`src/rtl/qif_pkg.sv`:
```
// Shared types, default neuron constants and the saturation helper for the QIF neuron array.
// Latency: n/a (declarations only).
// Backpressure: n/a.
package qif_pkg;

  typedef enum logic [1:0] {
    IDLE,
    RUN,
    DONE
  } state_t;

  localparam int QIF_V_RESET = -20;
  localparam int QIF_V_PEAK  = 50;
  localparam int QIF_SHIFT_V = 3;
  localparam int QIF_SHIFT_B = 2;

  // Clamp a wide signed value into the signed range of a w-bit word (w <= 63).
  function automatic logic signed [63:0] sat_signed(input logic signed [63:0] x, input int w);
    logic signed [63:0] hi;
    logic signed [63:0] lo;
    hi = (64'sd1 <<< (w - 1)) - 64'sd1;
    lo = -(64'sd1 <<< (w - 1));
    if (x > hi) return hi;
    else if (x < lo) return lo;
    else return x;
  endfunction

endpackage

```
`src/rtl/qif_update.sv`:
```
// Combinational single-neuron QIF step: quadratic drift, saturation, threshold and refractory hold.
// Latency: 0 cycles (pure combinational).
// Backpressure: none; the caller decides when the result is written back.
// Ports: v/b/refrac_cnt = current membrane, current, refractory count;
//        v_next/spike/refrac_next = updated membrane, spike flag, next refractory count.
module qif_update
  import qif_pkg::*;
#(
  parameter int WIDTH        = 8,
  parameter int V_RESET      = QIF_V_RESET,
  parameter int V_PEAK       = QIF_V_PEAK,
  parameter int SHIFT_V      = QIF_SHIFT_V,
  parameter int SHIFT_B      = QIF_SHIFT_B,
  parameter int REFRAC_TICKS = 2,
  parameter int CW           = 2
) (
  input  logic signed [WIDTH-1:0] v,
  input  logic signed [WIDTH-1:0] b,
  input  logic        [CW-1:0]    refrac_cnt,
  output logic signed [WIDTH-1:0] v_next,
  output logic                    spike,
  output logic        [CW-1:0]    refrac_next
);

  // 3*WIDTH holds the full product of two shifted V terms and one shifted B term,
  // plus the addition of V, without any loss.
  localparam int PW = 3 * WIDTH;
  localparam logic signed [WIDTH-1:0] V_RESET_W = WIDTH'(V_RESET);
  localparam logic signed [WIDTH-1:0] V_PEAK_W  = WIDTH'(V_PEAK);

  logic signed [WIDTH-1:0] vs;
  logic signed [WIDTH-1:0] bs;
  logic signed [PW-1:0]    vs_w;
  logic signed [PW-1:0]    bs_w;
  logic signed [PW-1:0]    v_w;
  logic signed [PW-1:0]    dv;
  logic signed [PW-1:0]    sum;
  logic signed [63:0]      sum64;
  logic signed [WIDTH-1:0] v_sat;

  assign vs    = v >>> SHIFT_V;
  assign bs    = b >>> SHIFT_B;
  assign vs_w  = {{(PW-WIDTH){vs[WIDTH-1]}}, vs};
  assign bs_w  = {{(PW-WIDTH){bs[WIDTH-1]}}, bs};
  assign v_w   = {{(PW-WIDTH){v[WIDTH-1]}}, v};
  assign dv    = vs_w * vs_w * bs_w;
  assign sum   = v_w + dv;
  assign sum64 = {{(64-PW){sum[PW-1]}}, sum};
  assign v_sat = WIDTH'(sat_signed(sum64, WIDTH));

  always_comb begin
    v_next      = v_sat;
    spike       = 1'b0;
    refrac_next = '0;
    if (refrac_cnt != '0) begin
      // Still refractory: pinned at reset, no integration.
      v_next      = V_RESET_W;
      refrac_next = refrac_cnt - CW'(1);
    end else if (v_sat >= V_PEAK_W) begin
      v_next      = V_RESET_W;
      spike       = 1'b1;
      refrac_next = CW'(REFRAC_TICKS);
    end
  end

endmodule

```
`src/rtl/qif_neuron_array.sv`:
```
// Array of QIF neurons sharing one update datapath, one neuron per cycle per tick-triggered sweep.
// Latency: tick accepted in cycle t -> done_o in cycle t+NUM_NEURONS+1; spike_o updates after done.
// Backpressure: none; ticks arriving while busy are dropped and reported on tick_drop_o.
// Ports: clk/rst_n; tick_i starts a sweep; b_i packed currents; busy_o/done_o sweep status;
//        spike_o last-sweep spikes; v_o packed membrane values; tick_drop_o overrun pulse.
module qif_neuron_array
  import qif_pkg::*;
#(
  parameter int NUM_NEURONS  = 4,
  parameter int WIDTH        = 8,
  parameter int V_RESET      = QIF_V_RESET,
  parameter int V_PEAK       = QIF_V_PEAK,
  parameter int SHIFT_V      = QIF_SHIFT_V,
  parameter int SHIFT_B      = QIF_SHIFT_B,
  parameter int REFRAC_TICKS = 2
) (
  input  logic                         clk,
  input  logic                         rst_n,
  input  logic                         tick_i,
  input  logic [NUM_NEURONS*WIDTH-1:0] b_i,
  output logic                         busy_o,
  output logic                         done_o,
  output logic [NUM_NEURONS-1:0]       spike_o,
  output logic [NUM_NEURONS*WIDTH-1:0] v_o,
  output logic                         tick_drop_o
);

  localparam int CW = (REFRAC_TICKS > 0) ? $clog2(REFRAC_TICKS + 1) : 1;
  localparam int IW = (NUM_NEURONS > 1) ? $clog2(NUM_NEURONS) : 1;
  localparam logic [IW-1:0] LAST_IDX = IW'(NUM_NEURONS - 1);
  localparam logic signed [WIDTH-1:0] V_RESET_W = WIDTH'(V_RESET);

  state_t                  state_q;
  state_t                  state_d;
  logic [IW-1:0]           idx_q;
  logic signed [WIDTH-1:0] b_q   [NUM_NEURONS];
  logic signed [WIDTH-1:0] v_q   [NUM_NEURONS];
  logic [CW-1:0]           cnt_q [NUM_NEURONS];
  logic [NUM_NEURONS-1:0]  acc_q;

  logic signed [WIDTH-1:0] v_upd;
  logic                    spike_upd;
  logic [CW-1:0]           cnt_upd;

  qif_update #(
    .WIDTH       (WIDTH),
    .V_RESET     (V_RESET),
    .V_PEAK      (V_PEAK),
    .SHIFT_V     (SHIFT_V),
    .SHIFT_B     (SHIFT_B),
    .REFRAC_TICKS(REFRAC_TICKS),
    .CW          (CW)
  ) u_update (
    .v          (v_q[idx_q]),
    .b          (b_q[idx_q]),
    .refrac_cnt (cnt_q[idx_q]),
    .v_next     (v_upd),
    .spike      (spike_upd),
    .refrac_next(cnt_upd)
  );

  always_ff @(posedge clk or negedge rst_n) begin
    if (!rst_n) state_q <= IDLE;
    else        state_q <= state_d;
  end

  always_comb begin
    state_d = state_q;
    case (state_q)
      IDLE:    if (tick_i) state_d = RUN;
      RUN:     if (idx_q == LAST_IDX) state_d = DONE;
      DONE:    state_d = IDLE;
      default: state_d = IDLE;
    endcase
  end

  assign busy_o = (state_q != IDLE);
  assign done_o = (state_q == DONE);

  always_ff @(posedge clk or negedge rst_n) begin
    if (!rst_n) begin
      idx_q       <= '0;
      acc_q       <= '0;
      spike_o     <= '0;
      tick_drop_o <= 1'b0;
      for (int k = 0; k < NUM_NEURONS; k++) begin
        v_q[k]   <= V_RESET_W;
        cnt_q[k] <= '0;
        b_q[k]   <= '0;
      end
    end else begin
      // DONE counts as busy, so a tick on the DONE->IDLE edge is dropped too.
      tick_drop_o <= tick_i && (state_q != IDLE);
      case (state_q)
        IDLE: begin
          if (tick_i) begin
            // Currents are frozen for the whole sweep.
            for (int k = 0; k < NUM_NEURONS; k++) b_q[k] <= b_i[k*WIDTH +: WIDTH];
            acc_q <= '0;
            idx_q <= '0;
          end
        end
        RUN: begin
          v_q[idx_q]   <= v_upd;
          cnt_q[idx_q] <= cnt_upd;
          acc_q[idx_q] <= spike_upd;
          if (idx_q != LAST_IDX) idx_q <= idx_q + IW'(1);
        end
        DONE:    spike_o <= acc_q;
        default: ;
      endcase
    end
  end

  for (genvar g = 0; g < NUM_NEURONS; g++) begin : g_vo
    assign v_o[g*WIDTH +: WIDTH] = v_q[g];
  end

endmodule
```
`config.mk`:
```
export PLATFORM = sky130hd
export DESIGN_NAME = qif_neuron_array
export DESIGN_NICKNAME = d
export VERILOG_FILES = /design/src/rtl/qif_pkg.sv /design/src/rtl/qif_update.sv /design/src/rtl/qif_neuron_array.sv
export SDC_FILE = /design/constraint.sdc
export NUM_CORES = 1
export LEC_CHECK = 0
export BUFFER_PORTS_ARGS = -buffer_cell sky130_fd_sc_hd__buf_2
export CORE_MARGIN = 10
export CORE_UTILIZATION = 40
export CTS_BUF_LIST = sky130_fd_sc_hd__clkbuf_8
export DETAILED_ROUTE_END_ITERATION = 16
export PLACE_DENSITY = 0.6
export SKIP_CTS_REPAIR_TIMING = 1
export SLEW_MARGIN = 20
export SYNTH_ARGS = -nofsm -noshare
export SYNTH_HDL_FRONTEND = slang
export SYNTH_SLANG_ARGS = --single-unit
```
`constraint.sdc`:
```
create_clock -name clk -period 12.8 [get_ports clk]
set_input_delay 2.56 -clock clk [delete_from_list [all_inputs] [get_ports clk]]
set_output_delay 2.56 -clock clk [all_outputs]
set_load 0.05 [all_outputs]
```
==> results of run 1 <==
logic make-up after synthesis:
logic type                 after synthesis  share of synthesized area (%)
and+or+nand+nor                        247                           16.1
buffers and inverters                  126                           6.77
AOI/OAI and AO/OA                      122                           11.6
adders and majority gates              117                           27.6
DFF                                     77                           27.8
xor gates and xnor gates                32                           4.10
muxes                                   26                           6.00
state kept, by name (all words and copies together) (netlist names):
| signal | count |
|---|---|
| acc_q | 4 |
| b_q | 24 |
| cnt_q | 8 |
| idx_q | 2 |
| spike_o | 4 |
| state_q | 2 |
| tick_drop_o | 1 |
| v_o | 32 |
area by class of cell:
cell class | instances | area, um^2
flip-flops and latches | 77 | 1950
well taps | 225 | 282
clock buffers | 9 | 124
repair buffers | 68 | 350
fillers | 1685 | 9470
clock inverters | 7 | 73.8
inverters | 105 | 394
multi-input cells | 544 | 4600
worst max-delay path by stage:
stage	end	slack [ns]	cells past startpoint
6_report	v_o[29]	2.44	31
3_5_place_dp	v_o[21]	2.40	31
5_1_grt	cnt_q[1]	1.81	31
2_1_floorplan	v_o[13]	3.72	32
4_1_cts	v_o[21]	2.37	31
3_3_place_gp	v_o[29]	2.42	31
Yosys cell counts (2+ instances only):
cell type	number	area share [%]
and4_1	4	0.50
xor2_1	10	1.2
o31ai_1	6	0.64
o211ai_2	2	0.36
and2_1	25	2.2
buf_2	2	0.14
a21boi_0	2	0.21
o21a_1	4	0.43
o21bai_1	5	0.53
a211oi_2	3	0.53
a22o_1	3	0.37
xnor2_1	21	2.6
nand4_1	3	0.27
nor4_1	3	0.27
buf_1	3	0.16
nand3_1	6	0.43
a21oi_1	18	1.3
dfstp_2	20	7.5
mux4_2	12	3.8
and3b_1	2	0.25
o21ai_1	15	1.1
nand2b_1	7	0.62
mux2_2	9	1.4
inv_1	104	5.6
nand2_1	130	6.9
nor2b_1	8	0.71
ha_1	54	9.6
a211oi_1	2	0.21
o211ai_1	6	0.64
clkbuf_1	16	0.86
a31oi_1	11	0.98
a21oi_2	2	0.25
mux2i_1	5	0.71
dfrtp_1	57	20
o21ai_0	26	1.9
nor2_1	47	2.5
fa_1	63	18
nor3_1	5	0.36
a21o_1	6	0.64
metal layers:
layer / vias to the layer above / wire [um]
met2: 80 / 7610
met1: 2489 / 7460
met5: - / 0
met4: 0 / 146
met3: 12 / 646
li1: 2570 / -
metrics by stage:
step | instances | instance area [um^2] | utilization, %
floorplan | 747 | 7020 | -
global placement | 1019 | 7570 | 43.9
detailed placement | 1019 | 7570 | 43.9
CTS | 1035 | 7770 | 45.1
global route | 1035 | 7770 | 45.1
finish | 1035 | 7770 | 45.1
worst max-delay path: cells and delay by family (launching register included):
kind | cells | cell delay (ns)
simple gates | 4 | 0.90
buf+inv | 5 | 0.56
fa+ha+maj | 9 | 4.42
mux | 1 | 0.75
compound gates | 9 | 2.26
xor+xnor | 3 | 0.77
flops | 1 | 0.61
==> impl_metrics.py, run 1 <==
metrics = {
    "worst_setup_path": {
        "worstPathMaxFanout": 15,
        "r2r_start": "idx_q[0]",
        "startpoint_type": "flip-flop",
        "arrival_ns": 10.64,
        "slowest_stage": "mux4_2",
        "required_ns": 13.08,
        "critical_path_class": "flip-flop to flip-flop",
        "rr_worst_depth": 31,
        "cp-startpoint": "idx_q[0]",
        "r2r_slack_ns": 2.44,
        "end_kind": "flip-flop",
        "slowest_delay_ns": 0.75,
        "r2r-end": "v_o[29]",
        "crit_top_cell": "fa_1",
    },
    "route": {
        "wl_um": 15900,
        "drc": 0,
        "viasPerCell": 4.98,
        "vias": 5151,
        "drt_pass1_iterations": 4,
        "ant_nets": 0,
        "initialDrtViolationCount": 210,
        "routedWlPerCell_um": 15.3,
    },
    "yosys": {
        "synth-seq-cells": 77,
        "yosys_warnings": 0,
        "synth_ff_type": "dfrtp_1",
        "syn_area_per_cell_um2": 9.40,
        "syn-instance-count": 747,
        "synth_fp_nets": 899,
        "yosysSeqAreaShare_pct": 27.8,
        "synth_edf_count": 0,
        "ys_types": 59,
        "synthesis.area_um2": 7020,
        "async_flop_share_pct": 100,
    },
    "cells_and_area": {
        "diodes": 0,
        "area_delta_synth_final_pct": 10.7,
        "final_common_cell": "nand2_1",
        "nNetsFinal": 957,
        "drive_above_1_share_pct": 17.2,
        "final_cell_mix": "130 x nand2_1, 105 x inv_1, 64 x buf_2, 63 x fa_1, 57 x dfrtp_1",
    },
    "grt": {
        "grt_pass1_vias": 5397,
        "gr-usage-met3_pct": 2.40,
        "grt_pass1_wl_um": 27500,
        "grt_start_max_net_pins": 78,
        "overflow": 0,
        "busiest_layer": "met2",
        "grt_usage_pct": 14.0,
        "grt_use_met1_pct": 18.6,
        "antenna_found_initial": 0,
        "grt_util_met2_pct": 23.4,
    },
    "die": {
        "die_h_um": 153,
        "row_count": 48,
        "coreArea_um2": 17200,
        "pin_count": 74,
        "floorplan.initialDensity_pct": 40.7,
        "die-area_um2": 23300,
        "die_w_um": 153,
    },
    "cts": {
        "htreeDepth": 3,
        "clockRootBuffer": "clkbuf_8",
        "worstSkewPairLatency_ns": 0.37,
        "clockBufferDepth": 2,
        "cts_buffers": 9,
        "clkSinkCount": 77,
        "cts_tree": "done",
        "clkTransAtPathRegs_ns": 0.09,
    },
    "timing": {
        "timing.final.ws_setup_ns": 2.44,
        "fin_crit_ns": 10.36,
        "hold_viol_final": 0,
        "rsz0062_at_grt": "no",
        "slew_headroom_pct": 35.6,
        "finalCritPeriodShare_pct": 81.0,
        "setup_violations": 0,
        "worstMarginPinSlew_ns": 0.956,
        "fin_skew_ns": 0.0221,
        "setup-tns-final_ns": 0,
        "slew_viol_final": 0,
        "hold_ws_ns": 0.479,
        "fmax_mhz": 96.5,
    },
    "hold_path": {
        "worstHoldPathCells": 2,
        "hold_class": "flip-flop to flip-flop",
        "hold_start": "b_q[19]",
        "hold_end": "b_q[19]",
    },
    "place": {
        "dp_slack_ns": 2.40,
        "dp_hpwl_um": 12600,
        "numPortBuffers": 65,
        "gp_congestion": 0.846,
    },
    "outcome": {
        "outcome": "finished clean",
    },
    "run": {
        "maxCapViolations": 0,
    },
}
Power of run 1 is not shown: default switching activity piles up to over one toggle a cycle in this logic, so the estimate is an artifact.
==> inputs of run 2 (changes only) <==
clock period = 10.55 ns   (was 12.8 ns; I/O delays follow)
==> run 2 against run 1 <==
Global-route usage grew 0.14 points; design area grew 0.34%; setup slack lost 1.8 ns; sequential share of layout area shrank 0.069 points; critical endpoint is now v_o[21].
==> impl_metrics.py, run 2 (synthesis results as in run 1) <==
metrics = {
    "worst_setup_path": {
        "worstPathMaxFanout": 13,
        "crit_top_cell": "fa_1",
        "slowest_stage": "dfrtp_1",
        "critical_path_class": "flip-flop to flip-flop",
        "slowest_delay_ns": 0.72,
        "critPathBufInv": 4,
        "startpoint_type": "flip-flop",
        "arrival_ns": 10.19,
        "required_ns": 10.82,
        "cp_top_family": "adder cells",
        "end_kind": "flip-flop",
    },
    "timing": {
        "fin_crit_ns": 9.92,
        "fmax_mhz": 101,
        "worstMarginPinSlew_ns": 0.978,
        "setup_violations": 0,
        "rsz0062_at_grt": "no",
        "fin_skew_ns": 0.0158,
        "setup-tns-final_ns": 0,
        "hold_viol_final": 0,
        "finalCritPeriodShare_pct": 94.0,
        "slew_headroom_pct": 34.8,
        "slew_viol_final": 0,
    },
    "route": {
        "wl_met1_um": 7600,
        "vias": 5167,
        "ant_nets": 0,
        "highest_layer": "met4",
        "wl_met3_um": 540,
        "initialDrtViolationCount": 175,
        "drc": 0,
        "viasPerCell": 4.98,
        "drt_pass1_iterations": 4,
        "routedWlPerCell_um": 15.6,
        "wl_um": 16100,
        "wl_met2_um": 7790,
    },
    "cells_and_area": {
        "final_cell_mix": "130 x nand2_1, 105 x inv_1, 64 x buf_2, 63 x fa_1, 56 x dfrtp_1",
        "postLayoutCoreUtil_pct": 45.2,
        "drive_above_1_share_pct": 17.6,
        "nNetsFinal": 960,
        "area_delta_synth_final_pct": 11.0,
        "fillers": 1697,
        "final_cells": 1038,
        "final_common_cell": "nand2_1",
        "diodes": 0,
        "largest_register_ffs": 32,
        "fin_area_um2": 7800,
    },
    "cts": {
        "cts_buffers": 9,
        "clkSinkCount": 77,
        "cts_tree": "done",
        "clkTransAtPathRegs_ns": 0.09,
        "worstSkewPairLatency_ns": 0.36,
        "htreeDepth": 3,
        "clockBufferDepth": 2,
        "clockRootBuffer": "clkbuf_8",
    },
    "place": {
        "postPlaceCellArea_um2": 7600,
        "dp_hpwl_um": 13000,
        "gp_congestion": 0.822,
        "numPortBuffers": 65,
        "place_inst": 1022,
    },
    "die": {
        "row_count": 48,
        "pin_count": 74,
        "die-area_um2": 23300,
        "die_w_um": 153,
        "die_h_um": 153,
        "coreArea_um2": 17200,
        "floorplan.initialDensity_pct": 40.7,
    },
    "run": {
        "maxCapViolations": 0,
    },
    "grt": {
        "overflow": 0,
        "grt_start_max_net_pins": 78,
        "grt_pass1_wl_um": 27800,
        "grt_usage_pct": 14.1,
        "grt_pass1_vias": 5488,
        "antenna_found_initial": 0,
    },
    "hold_path": {
        "hold_class": "flip-flop to flip-flop",
    },
    "outcome": {
        "outcome": "finished clean",
    },
}
## run 2: changes by cell type in the layout (fill, tap and decap cells not counted), sizes merged
cell      delta
clkinvlp     +2
clkinv       -2
buf          +3
inv          -1
clkbuf       +1
## run 2: final cells by class
| type | count | area (um^2) | share of cell area, % |
|---|---|---|---|
| timing repair buffer | 71 | 373 | 4.78 |
| clock buffer | 10 | 138 | 1.77 |
| inverter | 105 | 394 | 5.05 |
| multi-input combinational | 544 | 4600 | 58.9 |
| sequential | 77 | 1950 | 25.0 |
| clock inverter | 6 | 62.6 | 0.802 |
| tap | 225 | 282 | 3.61 |
## run 2: through the flow
stage / setup WS, ns / hold WS (ns)
6_report: 0.629 / 0.474
5_1_grt: 0.0330 / 0.500
4_1_cts: 0.434 / 0.480
3_5_place_dp: 0.444 / 0.460
3_3_place_gp: 0.488 / 0.457
2_1_floorplan: 1.47 / 0.440
## run 2: final timing paths
kind,startpoint,slack [ns],end,cells past startpoint
max,idx_q[1],0.63,v_o[21],30
min,b_q[4],0.47,b_q[4],2
max reg2reg,idx_q[1],0.63,v_o[21],30
min reg2reg,b_q[4],0.47,b_q[4],2
max in group asynchronous,rst_n,7.95,idx_q[0],1
min in group asynchronous,rst_n,1.90,v_o[0],1
## run 2: worst register-to-register path, delay by kind of cell (launching register included)
family	cells	cell delay, ns
and+or+nand+nor	4	0.84
buffers and inverters	4	0.22
muxes	1	0.54
xor gates and xnor gates	3	0.75
AOI/OAI and AO/OA	9	2.30
DFF	1	0.72
adders and majority gates	9	4.44
## run 2: per-layer routing
layer | vias to the layer above | track usage (%)
li1 | 2575 | -
met1 | 2496 | 18.1
met2 | 79 | 24.2
met3 | 17 | 2.48
met4 | 0 | 3.32
met5 | - | 0
Power of run 2 is left out for the same reason.
